## config.mk

```make
export PLATFORM = sky130hd
export DESIGN_NAME = jts16_region_mapper
export DESIGN_NICKNAME = d
export VERILOG_FILES = /design/src/rtl/jts16_region_mapper.sv
export SDC_FILE = /design/constraint.sdc
export NUM_CORES = 1
export LEC_CHECK = 0
export CAP_MARGIN = 15
export CORE_MARGIN = 5
export CORE_UTILIZATION = 45
export DETAILED_ROUTE_END_ITERATION = 12
export GPL_TIMING_DRIVEN = 1
export PLACE_DENSITY = 0.69
export SLEW_MARGIN = 20
export SYNTH_ARGS = -nofsm -noshare
export SYNTH_HDL_FRONTEND = slang
export SYNTH_SLANG_ARGS = --single-unit
```

## constraint.sdc

```tcl
create_clock -name clk -period 4.83 [get_ports clk]
set_clock_uncertainty 0.1 [all_clocks]
set_input_delay 0.7245 -clock clk [delete_from_list [all_inputs] [get_ports clk]]
set_output_delay 0.7245 -clock clk [all_outputs]
set_load 0.01 [all_outputs]
```

## src/rtl/jts16_region_mapper.sv

```systemverilog
// Region decoder with DTACK/BERR generation for a 68000 bus, REGIONS programmable windows.
// Latency: active is combinational; DTACK after (wait+1) cpu_cen ticks, BERR after TIMEOUT ticks.
// Backpressure: none; the CPU is held by withholding DTACK until the window's wait/ack completes.
//
// Ports: clk/rst (async active-high); cpu_cen, addr, cpu_asn, cpu_rnw, cpu_fc, edack from the CPU
// side; cfg_we/cfg_addr/cfg_din/cfg_dout register port (even index = ctrl, odd = base);
// active one-hot chip selects; cpu_dtackn/cpu_berrn registered acks; wp_hit write-protect pulse.
module jts16_region_mapper #(
    parameter int REGIONS = 8,
    parameter int AW      = 23,
    parameter int TIMEOUT = 64,
    parameter int CAW     = $clog2(REGIONS) + 1
) (
    input  logic               clk,
    input  logic               rst,
    input  logic               cpu_cen,
    input  logic [AW:1]        addr,
    input  logic               cpu_asn,
    input  logic               cpu_rnw,
    input  logic [2:0]         cpu_fc,
    input  logic               edack,
    input  logic               cfg_we,
    input  logic [CAW-1:0]     cfg_addr,
    input  logic [7:0]         cfg_din,
    output logic [7:0]         cfg_dout,
    output logic [REGIONS-1:0] active,
    output logic               cpu_dtackn,
    output logic               cpu_berrn,
    output logic               wp_hit
);
    localparam int IW = CAW - 1;
    localparam int TW = $clog2(TIMEOUT + 1);
    localparam logic [TW-1:0] TMAX = TW'(TIMEOUT);

    typedef enum logic [1:0] {IDLE, WAIT, ACK, ERR} state_t;

    logic [7:0]         base_q [REGIONS];
    logic [7:0]         ctrl_q [REGIONS];
    logic [7:0]         top;
    logic [REGIONS-1:0] hit;
    logic [REGIONS-1:0] win_oh;
    logic               win_vld;
    logic [7:0]         win_ctrl;
    logic               unused_addr;

    state_t         state;
    logic [2:0]     cnt;
    logic [TW-1:0]  tmo;
    logic [TW-1:0]  tmo_inc;
    logic           ext_mode;
    logic           miss_mode;

    // Only the top byte of the address takes part in the decode.
    assign top         = addr[AW:AW-7];
    assign unused_addr = ^addr[AW-8:1];

    // Larger windows ignore the low bits of the top byte.
    function automatic logic [7:0] size_mask(input logic [1:0] size);
        case (size)
            2'd0:    size_mask = 8'hFF;
            2'd1:    size_mask = 8'hFE;
            2'd2:    size_mask = 8'hF8;
            default: size_mask = 8'hE0;
        endcase
    endfunction

    // Walking downwards leaves the lowest hitting index as the winner.
    always_comb begin
        hit      = '0;
        win_oh   = '0;
        win_vld  = 1'b0;
        win_ctrl = 8'h00;
        for (int i = 0; i < REGIONS; i++) begin
            hit[i] = ctrl_q[i][7] &&
                     (((top ^ base_q[i]) & size_mask(ctrl_q[i][1:0])) == 8'h00);
        end
        for (int i = REGIONS - 1; i >= 0; i--) begin
            if (hit[i]) begin
                win_oh    = '0;
                win_oh[i] = 1'b1;
                win_vld   = 1'b1;
                win_ctrl  = ctrl_q[i];
            end
        end
    end

    // A write to a protected window still gets DTACK, but no chip select, so it is dropped.
    always_comb begin
        if (cpu_asn || cpu_fc == 3'b111 || (!cpu_rnw && win_ctrl[5]))
            active = '0;
        else
            active = win_oh;
    end

    always_comb begin
        cfg_dout = 8'h00;
        for (int i = 0; i < REGIONS; i++) begin
            if (cfg_addr[CAW-1:1] == IW'(i))
                cfg_dout = cfg_addr[0] ? base_q[i] : ctrl_q[i];
        end
    end

    always_ff @(posedge clk or posedge rst) begin
        if (rst) begin
            for (int i = 0; i < REGIONS; i++) begin
                base_q[i] <= 8'h00;
                ctrl_q[i] <= (i == 0) ? 8'h80 : 8'h00;
            end
        end else if (cfg_we) begin
            for (int i = 0; i < REGIONS; i++) begin
                if (cfg_addr[CAW-1:1] == IW'(i)) begin
                    if (cfg_addr[0]) base_q[i] <= cfg_din;
                    else             ctrl_q[i] <= cfg_din;
                end
            end
        end
    end

    assign tmo_inc = tmo + 1'b1;

    // Wait count and mode are latched at the start of a cycle, so config writes
    // made mid-cycle only affect the next access.
    always_ff @(posedge clk or posedge rst) begin
        if (rst) begin
            state      <= IDLE;
            cpu_dtackn <= 1'b1;
            cpu_berrn  <= 1'b1;
            wp_hit     <= 1'b0;
            cnt        <= 3'd0;
            tmo        <= '0;
            ext_mode   <= 1'b0;
            miss_mode  <= 1'b0;
        end else begin
            wp_hit <= 1'b0;
            if (cpu_asn) begin
                state      <= IDLE;
                cpu_dtackn <= 1'b1;
                cpu_berrn  <= 1'b1;
            end else begin
                case (state)
                    IDLE: begin
                        // Interrupt acknowledge cycles are left to other logic.
                        if (cpu_fc != 3'b111) begin
                            state     <= WAIT;
                            tmo       <= '0;
                            cnt       <= win_ctrl[4:2];
                            ext_mode  <= (win_ctrl[4:2] == 3'd7);
                            miss_mode <= !win_vld;
                            wp_hit    <= win_vld && win_ctrl[5] && !cpu_rnw;
                        end
                    end
                    WAIT: begin
                        if (cpu_cen) begin
                            if (tmo != TMAX) tmo <= tmo_inc;
                            if (miss_mode) begin
                                if (tmo_inc == TMAX) begin
                                    state     <= ERR;
                                    cpu_berrn <= 1'b0;
                                end
                            end else if (ext_mode) begin
                                if (edack) begin
                                    state      <= ACK;
                                    cpu_dtackn <= 1'b0;
                                end else if (tmo_inc == TMAX) begin
                                    state     <= ERR;
                                    cpu_berrn <= 1'b0;
                                end
                            end else if (cnt == 3'd0) begin
                                state      <= ACK;
                                cpu_dtackn <= 1'b0;
                            end else begin
                                cnt <= cnt - 3'd1;
                            end
                        end
                    end
                    ACK:     cpu_dtackn <= 1'b0;
                    default: cpu_berrn  <= 1'b0;
                endcase
            end
        end
    end
endmodule

```

=== Yosys cells after proc, flatten, opt, wreduce, memory -nomap -nowiden ===
Index checks and enable logic that the tools add are counted.
Widths: inputs -> output; s select.

* Add/subtract/negate cells: 2
* Multipliers: 0
* Div/mod/pow operators: 0
* Order comparisons: 0
* Equal/unequal tests: 45
* Shift operators: 0
* Muxes and demuxes: 85
* Bitwise operators: 18
* Reduce and logical (&&, ||, !) cells: 60

{| class="wikitable"
|+ Operators by type and width
! operator !! count
|-
| $mux 8 || 25
|-
| $pmux 5 s3 || 8
|-
| $and 8x8->8 || 8
|-
| $logic_not 8->1 || 8
|-
| $xor 8x8->8 || 8
|-
| $reduce_and 3->1 || 17
|-
| $mux 6 || 8
|-
| $mux 1 || 23
|-
| $mux 7 || 3
|-
| $eq 2x1->1 const B || 9
|-
| $eq 2x2->1 const B || 9
|-
| $eq 3x3->1 const B || 6
|-
| $logic_not 2->1 || 9
|-
| $mux 2 || 8
|-
| $ne 4x4->1 const B || 4
|-
| $mux 3 || 5
|-
| $pmux 7 s2 || 1
|-
| $ne 2x2->1 const B || 6
|-
| $ne 3x3->1 const B || 4
|-
| $logic_and 1x1->1 || 11
|-
| $reduce_and 5->1 || 2
|-
| $reduce_and 4->1 || 2
|-
| $add 7x1->7 const B || 1
|-
| $eq 7x7->1 const B || 1
|-
| 17 further kinds || 24
|}

* Register bits: 145
* Bits in latches: 0
* Memory bits (writable): 0
* ROM bits: 0
* Input bits: 45
* Output and inout bits: 19
* Word-level logic and storage cells: 234
* Memories kept: 0

=== Longest topological paths before layout ===
* Depth in word-level cells: 18
* Depth in mapped cells: 10
* Gate-level depth less buffers: 9

=== Worst setup path after synthesis ===
Ideal clock, no wire load.

* Path kind: input to output
* From: input port addr[19] in the netlist's numbering
* To: output port active[4]
* Data arrival time: 2528 ps
* Data required time: 4005 ps
* Setup slack: 1477 ps
* Cell stages on the path: 10
* Path buffers: 2
* Path through: buf_6 > xnor2_1 > nand2_1 > a221o_1 > buf_2 > nor2_1 > nor2_1 > a221oi_1 > o21ai_1 > nor4_1

* Longest elaborated chain between the ends: 15
* Elaborated cells between the ends (all ways): 50
* Those cells by class: mux (16); bitwise (16); reduce/logical (18)

{| class="wikitable"
|+ Ends and longest elaborated chain
! item !! RTL line !! text
|-
| from (decl) || 17 || <nowiki>input logic [AW:1] addr,</nowiki>
|-
| $xor 8x8->8 || 75 || <nowiki>(((top ^ base_q[i]) & size_mask(ctrl_q[i][1:0])) == 8'h00);</nowiki>
|-
| $and 8x8->8 || 75 ||
|-
| $logic_not 8->1 || 75 ||
|-
| $logic_and 1x1->1 || 74 || <nowiki>hit[i] = ctrl_q[i][7] &&</nowiki>
|-
| $mux 6 (8 in series) || 78 || <nowiki>if (hit[i]) begin</nowiki>
|-
| $logic_and 1x1->1 || 89 || <nowiki>if (cpu_asn || cpu_fc == 3'b111 || (!cpu_rnw && win_ctrl[5]))</nowiki>
|-
| $logic_or 1x1->1 || 89 ||
|-
| $mux 8 (*) || 89 ||
|-
| to (decl) || 26 || <nowiki>output logic [REGIONS-1:0] active,</nowiki>
|}

Mark *: on every way between the ends. The rest lies on a longest branch, timed or not.

=== Worst setup path in the final report ===
* From: input port addr[16] in the netlist's numbering
* To: output port active[2]

Same word-level chain as after synthesis.

==> impl_metrics.csv <==
group,metric,value,unit
clocking,clock_latency,0.43,ns
clocking,htree_levels,4,
sta,layout_min_cycle_time,4.68,ns
sta,finalSetupTns,0,ns
global_route,antenna_found_initial,0,
die,start_util,45.7,%
placement,dp_hpwl,15600,um
route,drcViolationCount,0,
power,switching_share,31.4,%
sta,rsz0062_at_grt,"no",
die,io_pins,64,
sta,setup_viol,0,
clocking,clkTransAtPathRegs,0.06,ns
critical_path,critical_path_peak_fanout,8,
logic_synthesis,netlist_area,8210,um^2
route,drt_iter0_drc,440,
die,core,18000,um^2
critical_path,path_class,"input port to primary output",
logic_synthesis,synth_edf_count,0,
sta,hold_viol,0,
finish,syn2layout_area_growth,17.3,%
logic_synthesis,synth_async_sr_flop_share,100,%
clocking,cts_made_buffers,17,
clocking,cts.sinks,145,
sta,clock.fmax,213,MHz
logic_synthesis,yosys_most_used_dff,"dfrtp_1",
global_route,track_usage,20.4,%
global_route,grt_pass1_vias,6401,
power,power.leakage,3.95,nW
job,drv_cap,0,
placement,dp.cells,992,
global_route,overflow,0,
critical_path,crit_required,4.01,ns
critical_path,crit_top_cell,"clkdlybuf4s50_1",
route,met1_length,9520,um
route,avgRoutedWirePerCell,20.8,um
finish,nets,831,
placement,gp_congestion,0.935,
hold_path,hold_path_class,"flip-flop to flip-flop",
finish,fin_cells,1024,
finish,n_antenna_cell,0,
route,drt_first_pass_iters,6,
placement,post-place-ws,0.0543,ns
power,p_int,2.74,mW
route,top_layer,"met4",
power,sequentialPowerShare,44.1,%
finish,drive_gt1_share,26.4,%
placement,io_buffers,48,
logic_synthesis,synth.distinct_cells,58,
power,ir_drop,0.411,mV
die,rows,49,
critical_path,cp_slowest_cell,"clkdlybuf4s50_1",
critical_path,path_cells,"clkdlybuf4s50_1, buf_12, xnor2_1, o211ai_1, a221o_2, and2_1, o2111ai_1, a221oi_1, buf_4, o21ai_2, nor3_1, clkdlybuf4s50_1",
die,die_w,145,um
route,wl_met2,10400,um
logic_synthesis,ys_seq_area_share,44.2,%
power,pwr-share-clk,32.0,%
logic_synthesis,syn_avg_cell_area,11.2,um^2
logic_synthesis,synth_nets,781,
sta,worst_slack,0.146,ns
sta,worstMarginPinSlew,0.982,ns
critical_path,end_kind,"primary output",
route,vias,6095,
route,drt-vias-per-instance,5.95,
power,pwr-share-comb,23.9,%
die,die_area,21000,um^2
route,drtAntennaViolNets,0,
clocking,cts_tree,"built",
critical_path,max_stage_delay,0.59,ns
route,dr_wl_met3,922,um
status,status,"completed",
logic_synthesis,synth-seq-cells,145,
power,p_switching,1.26,mW
critical_path,critical_path_arrival,3.86,ns
global_route,grt_max_degree,100,
logic_synthesis,yosysWarnings,0,
sta,slew_violations,0,
power,powerDensity,415,nW/um^2
clocking,postCtsSetupBuffers,0,
sta,period_share,97.0,%
clocking,root_buffer,"clkbuf_16",
route,wirelength,21300,um
logic_synthesis,postSynthCellCount,732,
global_route,grt_pass1_wl,34600,um
clocking,clk_path_buf_depth,2,
die,fp.dieH,145,um
critical_path,start_kind,"input port",
sta,slew_headroom,33.8,%
path summary, 6_finish.rpt:
| check | to | from | cells after the start | slack [ns] |
|---|---|---|---|---|
| max reg2reg | cnt[2]$_DFFE_PP0P_ | base_q[61]$_DFFE_PP0P_ | 9 | 2.06 |
| min in group asynchronous | ctrl_q[59]$_DFFE_PP0P_ | rst | 2 | 0.78 |
| max | active[2] | addr[16] | 12 | 0.15 |
| min | cnt[1]$_DFFE_PP0P_ | cnt[1]$_DFFE_PP0P_ | 2 | 0.40 |
| min reg2reg | cnt[1]$_DFFE_PP0P_ | cnt[1]$_DFFE_PP0P_ | 2 | 0.40 |
| max in group asynchronous | ctrl_q[63]$_DFFE_PP1P_ | rst | 3 | 2.94 |
cells in the mapped netlist, drive strengths merged (2+ instances only):
cell	count	area, um^2
a211o	2	17.5
a211oi	10	80.1
mux2i	48	480
nand2b	6	40.0
a221oi	10	87.6
clkbuf	22	82.6
buf	18	136
and2	4	25.0
a21oi	16	80.1
nor2b	12	75.1
a22oi	3	22.5
o22ai	9	56.3
a32o	2	20.0
nand4	11	68.8
a41oi	2	17.5
nor3	6	30.0
nor4	5	37.5
ha	4	50.1
inv	17	63.8
a21o	2	15.0
o221ai	8	70.1
a22o	2	17.5
o31ai	5	42.5
nand2	37	139
o211a	2	20.0
or3	3	18.8
mux2	132	1490
xnor2	61	564
or2	2	12.5
xor2	6	52.6
nor2	34	128
o21ai	39	195
dfrtp	142	3550
dfstp	3	78.8
a31oi	8	50.1
a221o	3	31.3
o211ai	8	60.1
nand3b	5	37.5
and3	3	18.8
o2111ai	2	17.5
nand3	11	55.1
placed cells by master (no fill, tap or decap), drive strengths merged, types with 12 or more instances in the layout:
cell type      count
dfrtp            142
mux2i             48
xnor2             61
nand2             37
a21oi             16
o21ai             39
nor2b             12
buf               24
nor2              34
inv               23
clkdlybuf4s50     47
clkbuf            17
mux2             132
power by group through the flow:
stage	sequential [mW]	combinational (mW)	clock [mW]
after floorplan	1.69	0.724	0
after global placement	1.75	0.910	0
after detailed placement	1.78	0.949	0
after CTS	1.76	0.957	1.30
after global routing	1.80	1.05	1.35
final	1.76	0.955	1.28
stage by stage:
| step | util, % | hold slack, ns | power [mW] | area, um^2 |
|---|---|---|---|---|
| floorplan | - | 0.356 | 2.41 | 8210 |
| global placement | 50.3 | 0.377 | 2.66 | 9030 |
| detailed placement | 50.3 | 0.388 | 2.73 | 9030 |
| CTS | 53.5 | 0.402 | 4.01 | 9610 |
| global route | 53.6 | 0.415 | 4.20 | 9630 |
| finish | 53.6 | 0.400 | 3.99 | 9630 |
flip-flops by register name (all words and copies together), names as in the netlist:
name,cells
cpu_berrn,1
wp_hit,1
miss_mode,1
state,2
ctrl_q,64
cnt,3
tmo,7
cpu_dtackn,1
base_q,64
ext_mode,1
critical path, delay by kind of cell:
family,cells,cell delay (ns)
AO/OA/AOI/OAI,5,1.15
XOR/XNOR,1,0.12
buffers and inverters,4,1.38
AND/OR/NAND/NOR,2,0.46
layer usage:
metal  track usage [%]  vias to the layer above
met4              6.25                        0
met3              4.33                       37
li1                  -                     2788
met5                 0                        -
met2              33.8                      161
met1              26.9                     3109
final cells by class:
| class | count | area (um^2) |
|---|---|---|
| fill | 1534 | 8330 |
| multi-input combinational | 530 | 4320 |
| timing repair buffer | 71 | 751 |
| clock buffer | 17 | 425 |
| sequential | 145 | 3630 |
| clock inverter | 15 | 151 |
| inverter | 17 | 68.8 |
| tap | 229 | 287 |
logic make-up (layout without fill, tap and decap cells):
logic type | Yosys count | count (layout) | share of synthesized area (%)
AOI/OAI and AO/OA | 139 | 139 | 11.8
xor gates and xnor gates | 67 | 67 | 7.51
adders and majority gates | 4 | 4 | 0.610
buffers and inverters | 57 | 120 | 3.44
DFF | 145 | 145 | 44.2
muxes | 180 | 180 | 24.0
and+or+nand+nor | 140 | 140 | 8.49
repair_timing:
item	in CTS	in global routing
endpoints found under the setup margin	0	7
resized for setup	0	4
hold endpoints to repair	0	0
hold buffers	0	0
Note: power is estimated with default switching activity, not from simulation.
==> variant 1, RTL diff (config.mk and constraints unchanged) <==
Put one more register stage on the output `cpu_berrn`, with the module's reset. The value now appears one clock later. The other outputs are not delayed to match. Comments in the files are not updated.
--- a/src/rtl/jts16_region_mapper.sv
+++ b/src/rtl/jts16_region_mapper.sv
@@ -33,6 +33,8 @@
     localparam logic [TW-1:0] TMAX = TW'(TIMEOUT);
 
     typedef enum logic [1:0] {IDLE, WAIT, ACK, ERR} state_t;
+
+    logic cpu_berrn_s0;
 
     logic [7:0]         base_q [REGIONS];
     logic [7:0]         ctrl_q [REGIONS];
@@ -124,7 +126,7 @@
         if (rst) begin
             state      <= IDLE;
             cpu_dtackn <= 1'b1;
-            cpu_berrn  <= 1'b1;
+            cpu_berrn_s0 <= 1'b1;
             wp_hit     <= 1'b0;
             cnt        <= 3'd0;
             tmo        <= '0;
@@ -135,7 +137,7 @@
             if (cpu_asn) begin
                 state      <= IDLE;
                 cpu_dtackn <= 1'b1;
-                cpu_berrn  <= 1'b1;
+                cpu_berrn_s0 <= 1'b1;
             end else begin
                 case (state)
                     IDLE: begin
@@ -155,7 +157,7 @@
                             if (miss_mode) begin
                                 if (tmo_inc == TMAX) begin
                                     state     <= ERR;
-                                    cpu_berrn <= 1'b0;
+                                    cpu_berrn_s0 <= 1'b0;
                                 end
                             end else if (ext_mode) begin
                                 if (edack) begin
@@ -163,7 +165,7 @@
                                     cpu_dtackn <= 1'b0;
                                 end else if (tmo_inc == TMAX) begin
                                     state     <= ERR;
-                                    cpu_berrn <= 1'b0;
+                                    cpu_berrn_s0 <= 1'b0;
                                 end
                             end else if (cnt == 3'd0) begin
                                 state      <= ACK;
@@ -174,10 +176,18 @@
                         end
                     end
                     ACK:     cpu_dtackn <= 1'b0;
-                    default: cpu_berrn  <= 1'b0;
+                    default: cpu_berrn_s0 <= 1'b0;
                 endcase
             end
         end
     end
+    always_ff @(posedge clk or posedge rst) begin
+        if (rst) begin
+            cpu_berrn <= '0;
+        end else begin
+            cpu_berrn <= cpu_berrn_s0;
+        end
+    end
+
 endmodule
 
Function: changed (Yosys sat finds a counterexample within 4 cycles, from zero or initial values and one cycle with rst high).
==> variant 1 against the unedited design <==
  * Worst setup slack improved by 0.042 ns
  * Area after synthesis rose by 0.30%
  * Cell area rose by 0.25%
  * Via count rose by 1.1%
  * Sequential cell count rose by 1
  * Power rose by 0.69%
  * Routed wire length rose by 1.5%
  * Die area rose by 0.28%
==> variant 1: results (changes against the unedited design) <==
- Status: finished clean
- The routed wire length per instance came to 21.1 um (+1.3%).
* Crit. Startpoint: addr[21]
- Power density normalized to cell area: 416 nW/um2 (+0.44%)
- Global routing usage on met1: 0.271 (+0.00180)
- Area share of xor/xnor cells in the synthesized design: 0.0749 (-0.000228)
* Leakage power: 3.96 nW (+0.23%)
- Worst hold start: cpu_berrn_s0
- Portion of netlist area occupied by mux cells: 0.239 (-0.000728)
- The commonest cells after synthesis are 143 x sky130_fd_sc_hd__dfrtp_1, 132 x sky130_fd_sc_hd__mux2_2, 57 x sky130_fd_sc_hd__xnor2_1, 48 x sky130_fd_sc_hd__mux2i_1, 37 x sky130_fd_sc_hd__nand2_1.
- Initial drt markers: 506 (+15%)
- Met3 usage: 0.0380 (-0.00530)
- The maximum number of pins on one net before global-route repair is 105 (+5.0%).
* Beginning of the worst register-to-register path: base_q[54]
- Placer Congestion: 0.953 (+1.9%)
- The wire length of the first global-routing pass is 34.7 mm (+0.30%).
- The kind of cell with the highest combined delay along the critical path is compound AO/OA/AOI/OAI gates.
- The proportion of layout cells with a drive suffix above 1 is 0.260 (-0.00443).
* Worst setup slack after placement: 0.0945 ns (+0.0402 ns)
- The area of combinational cells with multiple inputs is 4320 um2 (+0.12%).
* Switching share of power: 0.301 (-0.0138)
* Compound-gate portion of the synthesized area: 0.117 (-0.000357)
* Synth top area cells: sky130_fd_sc_hd__dfrtp_1 43%, sky130_fd_sc_hd__mux2_2 18%, sky130_fd_sc_hd__xnor2_1 6.1%
* Largest vdd supply drop: 284 uV (-31%)
- The number of nets in the synthesized netlist was 782 (+0.13%).
- Synthesized-area fraction occupied by adder cells: 0.00608 (-0.0000185)
- Global Route Usage Sum: 0.206 (+0.00198)
- The met2 capacity usage during global routing was 0.344 (+0.00600).
- Count of TritonRoute iterations in the first routing pass: 5 (-1)
* Final cell count without fillers: 1,026 (+0.20%)
* Post-layout net count: 833 (+0.24%)
## variant 1: metal layers
metal | vias to the layer above | wire length [um]
li1 | 2799 | -
met1 | 3166 | 9380
met2 | 168 | 10700
met3 | 30 | 1160
met4 | 0 | 461
met5 | - | 0
## variant 1: layout make-up
| cell class | count | share of cell area |
|---|---|---|
| Clock buffer | 24 | 0.0488 |
| Tap cell | 229 | 0.0297 |
| Inverter | 17 | 0.00713 |
| Sequential cell | 146 | 0.379 |
| Timing Repair Buffer | 72 | 0.0772 |
| Multi-Input combinational cell | 530 | 0.448 |
| Clock inverter | 8 | 0.0108 |
## variant 1: path summary, 6_finish.rpt
kind | cells past startpoint | end | slack [ns]
worst max register to register | 9 | cnt[2] | 2.07
min in group asynchronous | 2 | ctrl_q[51] | 0.76
max in group asynchronous | 3 | cpu_berrn_s0 | 2.89
worst max-delay path | 11 | active[2] | 0.19
worst min-delay path | 0 | cpu_berrn | 0.30
worst min register to register | 0 | cpu_berrn | 0.30
==> variant 2, RTL diff (same flow settings) <==
Made on the original files. Set the parameter `REGIONS` to 4 (it was 8).
--- a/src/rtl/jts16_region_mapper.sv
+++ b/src/rtl/jts16_region_mapper.sv
@@ -6,7 +6,7 @@
 // side; cfg_we/cfg_addr/cfg_din/cfg_dout register port (even index = ctrl, odd = base);
 // active one-hot chip selects; cpu_dtackn/cpu_berrn registered acks; wp_hit write-protect pulse.
 module jts16_region_mapper #(
-    parameter int REGIONS = 8,
+    parameter int REGIONS = 4,
     parameter int AW      = 23,
     parameter int TIMEOUT = 64,
     parameter int CAW     = $clog2(REGIONS) + 1
Ports: changed (resized active and cfg_addr); port bits go from 64 to 59. No check against the original RTL was run, so the function may have changed too.
==> variant 2 against the unedited design <==
  * Sequential power down 44%
  * First-iteration DRC count fell by 65%
  * Sequential cell count shrank 64
  * Combinational power is 28% lower
  * Synthesized cell count down 46%
  * Area after synthesis decreased by 43%
  * Sequential share of layout area fell by 0.14 points
  * Worst setup slack improved by 0.39 ns
  * Fmax increased by 9.1%
  * Global-route usage fell by 2.4 points
  * Power fell by 47%
  * Routed wire length is 50% lower
  * Cell area decreased by 44%
  * Largest cell class unchanged
  * Largest power group unchanged
  * Highest routed layer unchanged
==> variant 2: results (changes against the unedited design) <==
- In this run the most critical hold path is launched from ctrl_q[6].
* Filler instances: 900 (-41%)
- Aggregate routed wire length: 10.8 mm (-50%)
- The deepest level of the CTS H-tree is 3 (-1).
- Leakage power: 2.12 nW (-46%)
- Clock root cell: sky130_fd_sc_hd__clkbuf_8
- Post-layout net count: 480 (-42%)
* Largest vdd supply drop: 195 uV (-53%)
* Share of final-layout standard cells stronger than drive strength 1: 0.302 (+0.0379)
- The iteration count of the initial detailed-routing pass was 4 (-2).
- Synth top area cells: sky130_fd_sc_hd__dfrtp_1 42%, sky130_fd_sc_hd__mux2_2 16%, sky130_fd_sc_hd__mux4_2 6.7%
- The worst stage delay on the critical path came to 0.65 ns (+0.06 ns).
* Global Route Usage Sum: 0.180 (-0.0238)
- The met3 usage in global routing is 0.0340 (-0.00938).
- Status: finished clean
* Vias in the first global route: 3,400 (-47%)
- Among all cell types in the netlist, the one instantiated most often is sky130_fd_sc_hd__dfrtp_1.
- First-pass GRT wire length: 18.1 mm (-48%)
- The clock insertion delay at the later pin of the skew report is 0.36 ns (-0.07 ns).
- The met2 capacity usage during global routing is 0.307 (-0.0312).
- Detailed Place HPWL: 7.88 mm (-49%)
- In this run the worst setup path begins at addr[17].
- The fraction of power spent switching nets was 0.344 (+0.0296).
* Placer Congestion: 0.840 (-10%)
* Critical Path AT: 3.47 ns (-0.39 ns)
* Post-CTS resize count: 0 (unchanged)
- The number of DRC violations after detailed-routing iteration 0 came to 152 (-65%).
- Beginning of the worst register-to-register path: base_q[5]
- Number of buffers inserted during clock tree synthesis: 9 (-8)
* Number of distinct library cells after synthesis: 70 (+21%)
- By count the netlist is led by 78 x sky130_fd_sc_hd__dfrtp_1, 66 x sky130_fd_sc_hd__mux2_2, 31 x sky130_fd_sc_hd__xnor2_1, 21 x sky130_fd_sc_hd__nand2_1, 20 x sky130_fd_sc_hd__o21ai_0.
- The detail-routed via count per cell is 5.72 (-4.0%).
- The number of antenna violations at the first check in global routing was 0 (unchanged).
- The count of buffers from port buffering is 43 (-10%).
- The post-CTS clock slew at the launch and capture registers of the worst setup and hold paths came to 0.09 ns (+0.03 ns).
- Leading registers by flop count: base_q: 32 flops, ctrl_q: 32 flops, tmo: 7 flops
- The number of nets in the synthesized netlist was 442 (-43%).
- Slew HR: 0.356 (+0.0180)
- Pin count of the biggest net entering global routing: 60 (-40%)
* Class of the tightest hold or removal check: reg2reg
- Register area share after synthesis: 0.433 (-0.00953)
- Global routing usage on met1: 0.238 (-0.0313)
-- variant 2: changes by cell type in the layout (fill, tap and decap cells not counted), sizes merged, moves of 8 or more --
| cell | unedited run | this run |
|---|---|---|
| nor2 | 34 | 15 |
| buf | 24 | 7 |
| mux2i | 48 | 3 |
| dfrtp | 142 | 78 |
| a221oi | 10 | 1 |
| nand2 | 37 | 21 |
| a21oi | 16 | 6 |
| clkbuf | 17 | 9 |
| mux4 | 0 | 14 |
| nor2b | 12 | 2 |
| o21ai | 39 | 21 |
| mux2 | 132 | 66 |
| xnor2 | 61 | 34 |
-- variant 2: layout make-up --
type | count | area (um2) | area share
repair buffers | 50 | 483 | 0.0893
clock inverters | 7 | 51.3 | 0.00949
flip-flops and latches | 81 | 2030 | 0.376
well taps | 136 | 170 | 0.0315
clock buffers | 9 | 124 | 0.0229
inverters | 18 | 70.1 | 0.0130
multi-input cells | 272 | 2480 | 0.458
-- variant 2: final timing paths --
kind / to / slack, ns / cells after the start
max in group asynchronous: base_q[20] / 3.06 / 3
setup reg to reg: cnt[2] / 2.46 / 6
hold reg to reg: ctrl_q[6] / 0.41 / 1
min in group asynchronous: state[1] / 0.74 / 2
hold / removal: ctrl_q[6] / 0.41 / 1
setup / recovery: active[1] / 0.54 / 8
-- variant 2: metrics by stage --
stage / power (W) / cell area (um2) / cells / hold WS [ns] / setup slack [ns]
after global placement: 0.00166 / 5230 / 557 / 0.387 / 0.597
after detailed placement: 0.00169 / 5230 / 557 / 0.395 / 0.583
after floorplan: 0.00147 / 4690 / 394 / 0.373 / 1.76
after CTS: 0.00214 / 5410 / 573 / 0.414 / 0.573
after global routing: 0.00227 / 5410 / 573 / 0.422 / 0.413
final: 0.00213 / 5410 / 573 / 0.412 / 0.536
-- variant 2: power groups by stage --
stage                     Clock [W]  Sequential, W  Combinational (W)
after global placement            0       0.000992           0.000668
after floorplan                   0       0.000944           0.000525
after global routing       0.000501        0.00101           0.000752
after CTS                  0.000467       0.000985           0.000690
after detailed placement          0       0.000999           0.000687
final                      0.000458       0.000985           0.000683
-- variant 2: metal layers --
layer  vias to the layer above  routed length, um
met2                        70               5400
li1                       1532                  -
met1                      1660               4790
met5                         -                  0
met4                         0                132
met3                        13                434
-- variant 2: kinds of logic after synthesis --
group | count (synthesis) | synth area share
AOI/OAI and AO/OA | 75 | 0.127
DFF | 81 | 0.433
xor gates and xnor gates | 34 | 0.0683
muxes | 83 | 0.232
adders and majority gates | 4 | 0.0107
and+or+nand+nor | 76 | 0.0896
buffers and inverters | 41 | 0.0392
